`src/rtl/mips_cpu_pkg.sv`:
```
// Shared MIPS CPU definitions: HI/LO unit op codes and iterative-unit state encoding.
// Used by the multiply/divide unit and the ALU-control decoder.
package mips_cpu_pkg;

  typedef enum logic [2:0] {
    OP_DIVU  = 3'b000,
    OP_MULTU = 3'b001,
    OP_DIV   = 3'b010,
    OP_MULT  = 3'b011,
    OP_MTHI  = 3'b100,
    OP_MTLO  = 3'b101,
    OP_MFHI  = 3'b110,
    OP_MFLO  = 3'b111
  } mult_op_t;

  typedef enum logic [1:0] {
    IDLE = 2'd0,
    ITER = 2'd1,
    FIX  = 2'd2
  } md_state_t;

  localparam int unsigned MD_ITERS = 32;

  // Magnitude of a two's-complement word; 0x80000000 maps to itself, read as unsigned.
  function automatic logic [31:0] abs32(input logic [31:0] v);
    return v[31] ? (~v + 32'd1) : v;
  endfunction

endpackage

```
`src/rtl/mips_cpu_mult_div.sv`:
```
// Iterative MIPS HI/LO unit: 32-step shift-add multiply and restoring divide on
// magnitudes, with sign fix-up in a final cycle. Also handles MTHI/MTLO/MFHI/MFLO.
module mips_cpu_mult_div
  import mips_cpu_pkg::*;
(
  input  logic        clk,
  input  logic        reset,
  input  logic        start,
  input  logic [2:0]  op,
  input  logic [31:0] rs_data,
  input  logic [31:0] rt_data,
  output logic        busy,
  output logic        done,
  output logic [31:0] result,
  output logic [31:0] hi,
  output logic [31:0] lo
);

  md_state_t   state;
  mult_op_t    op_code;
  logic [63:0] work;
  logic [31:0] opnd;
  logic [4:0]  count;
  logic        is_div;
  logic        neg_lo;
  logic        neg_hi;

  logic [32:0] add_sum;
  logic [63:0] shl;
  logic [32:0] sub_diff;
  logic [63:0] mul_next;
  logic [63:0] div_next;

  assign op_code = mult_op_t'(op);
  assign busy    = (state != IDLE);

  always_comb begin
    result = 32'd0;
    if (op_code == OP_MFHI) result = hi;
    else if (op_code == OP_MFLO) result = lo;
  end

  // Multiply: conditionally add the multiplicand into the upper half, then shift right.
  assign add_sum  = {1'b0, work[63:32]} + {1'b0, opnd};
  assign mul_next = work[0] ? {add_sum, work[31:1]} : {1'b0, work[63:1]};

  // Divide: shift left, trial-subtract the divisor; the bit shifted out keeps the compare 33 bits wide.
  assign shl      = {work[62:0], 1'b0};
  assign sub_diff = {work[63], shl[63:32]} - {1'b0, opnd};
  assign div_next = sub_diff[32] ? shl : {sub_diff[31:0], shl[31:1], 1'b1};

  always_ff @(posedge clk or posedge reset) begin
    if (reset) begin
      state  <= IDLE;
      work   <= 64'd0;
      opnd   <= 32'd0;
      count  <= 5'd0;
      is_div <= 1'b0;
      neg_lo <= 1'b0;
      neg_hi <= 1'b0;
      hi     <= 32'd0;
      lo     <= 32'd0;
      done   <= 1'b0;
    end else begin
      done <= 1'b0;
      case (state)
        IDLE: begin
          if (start) begin
            count <= 5'd0;
            case (op_code)
              OP_MULT: begin
                opnd   <= abs32(rs_data);
                work   <= {32'd0, abs32(rt_data)};
                is_div <= 1'b0;
                neg_lo <= rs_data[31] ^ rt_data[31];
                neg_hi <= 1'b0;
                state  <= ITER;
              end
              OP_MULTU: begin
                opnd   <= rs_data;
                work   <= {32'd0, rt_data};
                is_div <= 1'b0;
                neg_lo <= 1'b0;
                neg_hi <= 1'b0;
                state  <= ITER;
              end
              OP_DIV: begin
                // A zero divisor keeps the all-ones quotient and leaves the remainder equal to rs.
                opnd   <= abs32(rt_data);
                work   <= {32'd0, abs32(rs_data)};
                is_div <= 1'b1;
                neg_lo <= (rs_data[31] ^ rt_data[31]) && (rt_data != 32'd0);
                neg_hi <= rs_data[31];
                state  <= ITER;
              end
              OP_DIVU: begin
                opnd   <= rt_data;
                work   <= {32'd0, rs_data};
                is_div <= 1'b1;
                neg_lo <= 1'b0;
                neg_hi <= 1'b0;
                state  <= ITER;
              end
              OP_MTHI: hi <= rs_data;
              OP_MTLO: lo <= rs_data;
              default: ;
            endcase
          end
        end
        ITER: begin
          work  <= is_div ? div_next : mul_next;
          count <= count + 5'd1;
          if (count == 5'(MD_ITERS - 1)) state <= FIX;
        end
        FIX: begin
          if (is_div) begin
            hi <= neg_hi ? (~work[63:32] + 32'd1) : work[63:32];
            lo <= neg_lo ? (~work[31:0] + 32'd1) : work[31:0];
          end else begin
            {hi, lo} <= neg_lo ? (~work + 64'd1) : work;
          end
          done  <= 1'b1;
          state <= IDLE;
        end
        default: state <= IDLE;
      endcase
    end
  end

endmodule

```
`config.mk`:
```
export PLATFORM = sky130hd
export DESIGN_NAME = mips_cpu_mult_div
export DESIGN_NICKNAME = d
export VERILOG_FILES = /design/src/rtl/mips_cpu_pkg.sv /design/src/rtl/mips_cpu_mult_div.sv
export SDC_FILE = /design/constraint.sdc
export NUM_CORES = 1
export LEC_CHECK = 0
export ABC_AREA = 1
export CORE_ASPECT_RATIO = 1.2
export CORE_MARGIN = 3
export CORE_UTILIZATION = 50
export CTS_BUF_LIST = sky130_fd_sc_hd__clkbuf_8
export DETAILED_ROUTE_END_ITERATION = 12
export PLACE_DENSITY = 0.7
export REMOVE_ABC_BUFFERS = 1
export SLEW_MARGIN = 0
export SYNTH_ARGS = -nofsm -noshare
export SYNTH_HDL_FRONTEND = slang
export SYNTH_SLANG_ARGS = --single-unit
```
`constraint.sdc`:
```
create_clock -name clk -period 11.2 [get_ports clk]
set_input_delay 1.68 -clock clk [delete_from_list [all_inputs] [get_ports clk]]
set_output_delay 1.68 -clock clk [all_outputs]
set_load 0.02 [all_outputs]
```
==> results.md, run 1 <==
* Outcome: finished, final reports clean
* Root Buffer: clkbuf_8
* Clock buffer depth at 2
* H-tree level count at 4
* GRT Overall Usage at 0.397
* Crit path DAT at between 4000 and 5000 ps
* Register bit count reported by yosys at 171
* Die Width at 188 µm
* Starting Density at 0.508
* Post-CTS setup buffer count at 0
* DR vias at 24300
* VDD IR max at about 0.19 mV
* Hold path cells at 1
* CTS Sinks at around 170
* Crit Path Category: in -> out
* First-pass GRT wire length at 130 mm
* Sequential-to-total area share from yosys stat at 0.216
* # DRC at 0
* Final Max Tran Viols at 0
* EDFF count, synth at 0
* DR WL/cell at roughly 21 µm
* Hpwl dp at 67.7 mm
* Total CTS buffers at 17
* I/O Pins at 168
* Setup TNS at 0 ps
* Number of gates resized after cts at 0
* Pin count of the biggest net entering global routing at between 90 and 100
* DR pass1 iterations at 7
* GPL Wtd Cong at 1.04
* Top FF cell, synth: dfrtp_1
* Initial antenna violation count at 3
* Minimum clock period after layout at 6470 ps
* Die Area at 42000 µm²
* Vias in the first global route at 22000
* Fin Clk Skew at 23.1 ps
* Post-synth top cells: nand2_1 (1129), inv_1 (504), nor2_1 (380)
* Placement Rows at a little under 80
* Max-cap check violation count at 0
* Fmax at 0.155 GHz
* Chip Height at 224 µm
* Syn Inst Count at 3469
* GRT Residual Overflow at 0
* Slew @ Worst Pin at 1310 ps
* 1st-iter DRT viols at ~3200
* Yosys cell types at 56
* Clock Latency Late Sink at 520 ps
* CP Launch Type: primary input
* Area share of the largest cell type after synthesis at 0.216
* CP endpoint kind: primary output
* Setup violators final at 0
* Detail Route Antenna Nets at 0
* Slew margin rel. at 0.121
* Nets at ~3700
* Synth area leaders: dfrtp_1 (22%), nand2_1 (21%), inv_1 (9.6%), nand3_1 (7.3%), nor2_1 (7.2%)
* Post-Syn Area per Cell at 5.71 µm²
* Detailed-route vias per instance at 5.94
* Area growth syn-to-layout at 12.0%
* CP Max Fanout at 32
* RSZ-0062 raised after global routing: false
* Detailed Route WL at roughly 87 mm
* Tcrit/Tclk final at 0.578
* YS warnings at 0
* Post-Syn Area at approximately 20000 µm²
* Core footprint at slightly below 40000 µm²
* Layout fillers at 4057
* Reg clk slew, reported paths at 120 ps
* Top cell type by total area after synthesis: dfrtp_1
* Worst setup margin at 4730 ps
* Share of cells above drive strength 1 at 0.0317
* Most frequent cell after synthesis: nand2_1
* CTS tree: built
* P_leak at 0.0112 µW
* WP data required at 9520 ps
* Multi-input logic area at 13000 µm²
* Hold Fails Final Rpt at 0
* Power Density at ~330 nW/µm²
* Post-Place Worst Slack at 4790 ps
* Worst hold-check path type: reg -> reg
* Final Util at 0.569
* Hold WS at 487 ps
* Register area at 4280 µm²
* Cts hold-fix bufs at 0
* Quantity of I/O buffers inserted on ports at 167
* Post-synth ARST share at 1.00
* Reg2Reg Depth at 13
[path summary, 6_finish.rpt]
kind	from	slack [ps]	to
setup / recovery	op[2]	4730	result[3]
hold / removal	count[3]$_DFFE_PP0P_	490	count[3]$_DFFE_PP0P_
setup reg to reg	work[0]$_DFFE_PP0P_	7790	hi[26]$_DFFE_PP0P_
hold reg to reg	count[3]$_DFFE_PP0P_	490	count[3]$_DFFE_PP0P_
max in group asynchronous	reset	7740	is_div$_DFFE_PP0P_
min in group asynchronous	reset	1680	done$_DFF_PP0_
[where the power goes]
group          total, µW  leakage (µW)  switching [µW]  internal, µW
combinational       5440       0.00905            3600          1840
clock                468      0.000202             298           170
sequential          1440       0.00199             511           930
[routing by layer]
metal,GRT usage,vias to the layer above,part of all wire
li1,-,11400,-
met1,0.511,11100,0.38
met2,0.603,1566,0.43
met3,0.0779,313,0.11
met4,0.269,2,0.082
met5,0,-,0.00014
[stage by stage]
| step | instance area [µm²] | cells | total power (µW) |
|---|---|---|---|
| 2_1_floorplan | 19200 | 3339 | 4970 |
| 3_3_place_gp | 21800 | 4060 | 6650 |
| 3_5_place_dp | 21800 | 4060 | 6740 |
| 4_1_cts | 22200 | 4092 | 7230 |
| 5_1_grt | 22200 | 4092 | 8010 |
| 6_report | 22200 | 4093 | 7350 |
[registers in the layout, summed over array words and instances (netlist names), 2 cells and up]
| signal | cells |
|---|---|
| work | 64 |
| hi | 32 |
| state | 2 |
| count | 5 |
| lo | 32 |
| opnd | 32 |
[cell families after synthesis]
group           count (synthesis)  share of synthesized area
mux                             1                   0.000506
flops                         171                      0.216
simple gates                 1913                      0.399
fa+ha+maj                      72                     0.0463
buf+inv                       645                      0.128
xor+xnor                       66                     0.0292
compound gates                601                      0.180
[worst max-delay path: stages]
cell and delay [ps]:
clkdlybuf4s50_1 830, nand3_1 1020, o22ai_1 540, clkdlybuf4s50_1 700
[layout make-up]
| cell class | count | area share |
|---|---|---|
| antenna | 1 | 0.000113 |
| clock inverter | 15 | 0.00762 |
| tap | 526 | 0.0297 |
| inverter | 515 | 0.0877 |
| clock buffer | 17 | 0.0106 |
| timing repair buffer | 195 | 0.0849 |
| sequential | 171 | 0.193 |
| multi-input combinational | 2653 | 0.586 |
[placed cells by master (no fill, tap or decap), types with 8 or more instances in the layout]
| master | netlist | layout |
|---|---|---|
| nand2_1 | 1129 | 1129 |
| inv_1 | 504 | 503 |
| nor2_1 | 380 | 377 |
| nand3_1 | 289 | 289 |
| a21oi_1 | 216 | 216 |
| dfrtp_1 | 171 | 170 |
| clkdlybuf4s50_1 | 0 | 167 |
| o21ai_0 | 153 | 153 |
| ha_1 | 70 | 70 |
| xor2_1 | 53 | 53 |
| o22ai_1 | 41 | 41 |
| a221oi_1 | 36 | 36 |
| a22oi_1 | 34 | 34 |
| buf_4 | 1 | 28 |
| nand4_1 | 26 | 26 |
| nor3_1 | 22 | 22 |
| o211ai_1 | 21 | 21 |
| a31oi_1 | 18 | 18 |
| a21boi_1 | 18 | 18 |
| clkbuf_8 | 0 | 17 |
| nand3b_1 | 16 | 16 |
| xnor2_1 | 13 | 13 |
| o21ai_1 | 12 | 12 |
| nand2_2 | 11 | 11 |
| o21bai_1 | 9 | 9 |
| a311oi_1 | 9 | 9 |
| o221ai_1 | 8 | 8 |
Note: power is estimated with default switching activity, not from simulation.
==> inputs of run 2 (changes only) <==
--- a/config.mk
+++ b/config.mk
@@ -11,7 +11,7 @@
 export CORE_UTILIZATION = 50
 export CTS_BUF_LIST = sky130_fd_sc_hd__clkbuf_8
 export DETAILED_ROUTE_END_ITERATION = 12
-export PLACE_DENSITY = 0.7
+export PLACE_DENSITY = 0.73
 export REMOVE_ABC_BUFFERS = 1
 export SLEW_MARGIN = 0
 export SYNTH_ARGS = -nofsm -noshare
==> constraint.sdc (replaced) <==
create_clock -name clk -period 5.56 [get_ports clk]
set_input_delay 0.834 -clock clk [delete_from_list [all_inputs] [get_ports clk]]
set_output_delay 0.834 -clock clk [all_outputs]
set_load 0.02 [all_outputs]
==> results.md, run 2 (synthesis results as in run 1) <==
* DR pass1 iterations at 6 (-1)
* Share of cells above drive strength 1 at 0.0309 (-0.000824)
* Setup TNS at 0 ps (unchanged)
* Tcrit/Tclk final at 0.684
* CTS Sinks at 171 (unchanged)
* Detailed-route vias per instance at 6.02 (+1.3%)
* Core footprint at 38900 µm² (unchanged)
* Slew @ Worst Pin at 1140 ps (-178 ps)
* Clock buffer depth at 2 (unchanged)
* Die Area at 42000 µm² (unchanged)
* H-tree level count at 4 (unchanged)
* Final Max Tran Viols at 0 (unchanged)
* Register area at 4280 µm² (unchanged)
* Layout fillers at 4058 (+0.025%)
* Top reg by flops: work
* Initial antenna violation count at 2 (-1)
* Setup violators final at 0 (unchanged)
* RSZ-0062 raised after global routing: false
* Worst setup margin at 1760 ps (-2970 ps)
* Hold Fails Final Rpt at 0 (unchanged)
* WP data required at 4730 ps (-4790 ps)
* DR WL/cell at 22.0 µm (+4.0%)
* Max reg flops at 64 (unchanged)
* VDD IR max at 0.337 mV (+80%)
* Chip Height at 224 µm (unchanged)
* Post-CTS setup buffer count at 0 (unchanged)
* Power Density at 672 nW/µm² (+100%)
* Placement Rows at 79 (unchanged)
* CP Launch Type: primary input
* Crit path DAT at 2970 ps (-1820 ps)
* Root Buffer: clkbuf_8
* Most frequent cells in the layout: nand2_1 (1129), inv_1 (504), nor2_1 (377), nand3_1 (289), a21oi_1 (216)
* Fmax at ~0.26 GHz
* Die Width at 188 µm (unchanged)
* Fin Clk Skew at 26.3 ps (+3.27 ps)
* Clock Latency Late Sink at 520 ps (about the same)
* Starting Density at 0.508 (unchanged)
* Crit Path Category: in -> out
* Number of gates resized after cts at 0 (unchanged)
* Post-Place Worst Slack at 1690 ps (-3110 ps)
* Outcome: finished, final reports clean
* Most common cell after layout, fill and taps aside: nand2_1
* P_leak at 0.0112 µW (about the same)
* Cts hold-fix bufs at 0 (unchanged)
* 1st-iter DRT viols at 3289 (+3.7%)
* CTS tree: built
* GPL Wtd Cong at 1.08 (+3.8%)
* Reg clk slew, reported paths at 120 ps (about the same)
* Max-cap check violation count at 0 (unchanged)
* Detail Route Antenna Nets at 0 (unchanged)
* # DRC at 0 (unchanged)
* GRT Residual Overflow at 0 (unchanged)
* Nets at 3693 (-0.054%)
* Vias in the first global route at 22200 (+0.79%)
* Pin count of the biggest net entering global routing at 95 (-2.1%)
* Multi-input logic area at 13000 µm² (unchanged)
* Area growth syn-to-layout at 11.8%
* First-pass GRT wire length at 133 mm (+2.6%)
* Quantity of I/O buffers inserted on ports at 167 (unchanged)
* I/O Pins at 168 (unchanged)
* Minimum clock period after layout at 3800 ps
* Slew margin rel. at 0.240 (+0.119)
* CP endpoint kind: primary output
* GRT Overall Usage at 0.411 (+0.0139)
* Worst hold-check path type: reg -> reg
* CP Max Fanout at 32 (unchanged)
* Hpwl dp at 70.3 mm (+3.9%)
* Total CTS buffers at 17 (unchanged)
* DR vias at 24600 (+1.3%)
* Detailed Route WL at 90.1 mm (+3.9%)
run 2: cell types whose count changed in the layout (fill, tap and decap cells not counted):
cell        delta
clkinv_8       -2
clkinvlp_4     -1
diode_2        +1
inv_6          +2
clkinv_4       +2
inv_8          -2
inv_1          +1
buf_4          -3
buf_12         +1
run 2: metrics by stage:
stage                     cells  power [µW]  area [µm²]   util  hold WS [ps]
after floorplan            3339       10000       19200      -           439
after global placement     4058       13500       21800  0.559           458
after detailed placement   4058       13600       21800  0.559           481
after CTS                  4090       14600       22100  0.568           497
after global routing       4090       16100       22100  0.568           531
final                      4092       14900       22100  0.568           496
run 2: final timing paths:
path,startpoint,endpoint,slack [ps],cells past startpoint
max,op[2],result[0],1760,5
min,count[3]$_DFFE_PP0P_,count[3]$_DFFE_PP0P_,500,1
max reg2reg,work[32]$_DFFE_PP0P_,hi[22]$_DFFE_PP0P_,2030,12
min reg2reg,count[3]$_DFFE_PP0P_,count[3]$_DFFE_PP0P_,500,1
max in group asynchronous,reset,work[50]$_DFFE_PP0P_,3690,3
min in group asynchronous,reset,done$_DFF_PP0_,820,2
run 2: final cells by class:
cell class	count	area share
Sequential cell	171	0.193
Antenna cell	2	0.000226
Multi-Input combinational cell	2653	0.587
Inverter	515	0.0878
Tap cell	526	0.0297
Clock inverter	15	0.00656
Clock buffer	17	0.0106
Timing Repair Buffer	193	0.0849
run 2: per-layer routing:
layer	wire, µm	up-vias	track usage
met5	27	-	0
met4	8180	4	0.303
met3	9860	340	0.0853
met2	39300	1629	0.641
met1	32800	11300	0.502
li1	-	11300	-
run 2: critical path, cell delays in order:
cell and delay, ps:
clkdlybuf4s50_1 840, nand3_1 130, buf_4 270, o22ai_1 220
clkdlybuf4s50_1 650
run 2: where the power goes:
part | internal, µW | leakage [µW] | switching, µW
clock network | 332 | 0.000199 | 584
logic | 3690 | 0.00904 | 7250
registers | 1870 | 0.00199 | 1140
total | 5900 | 0.0112 | 8980
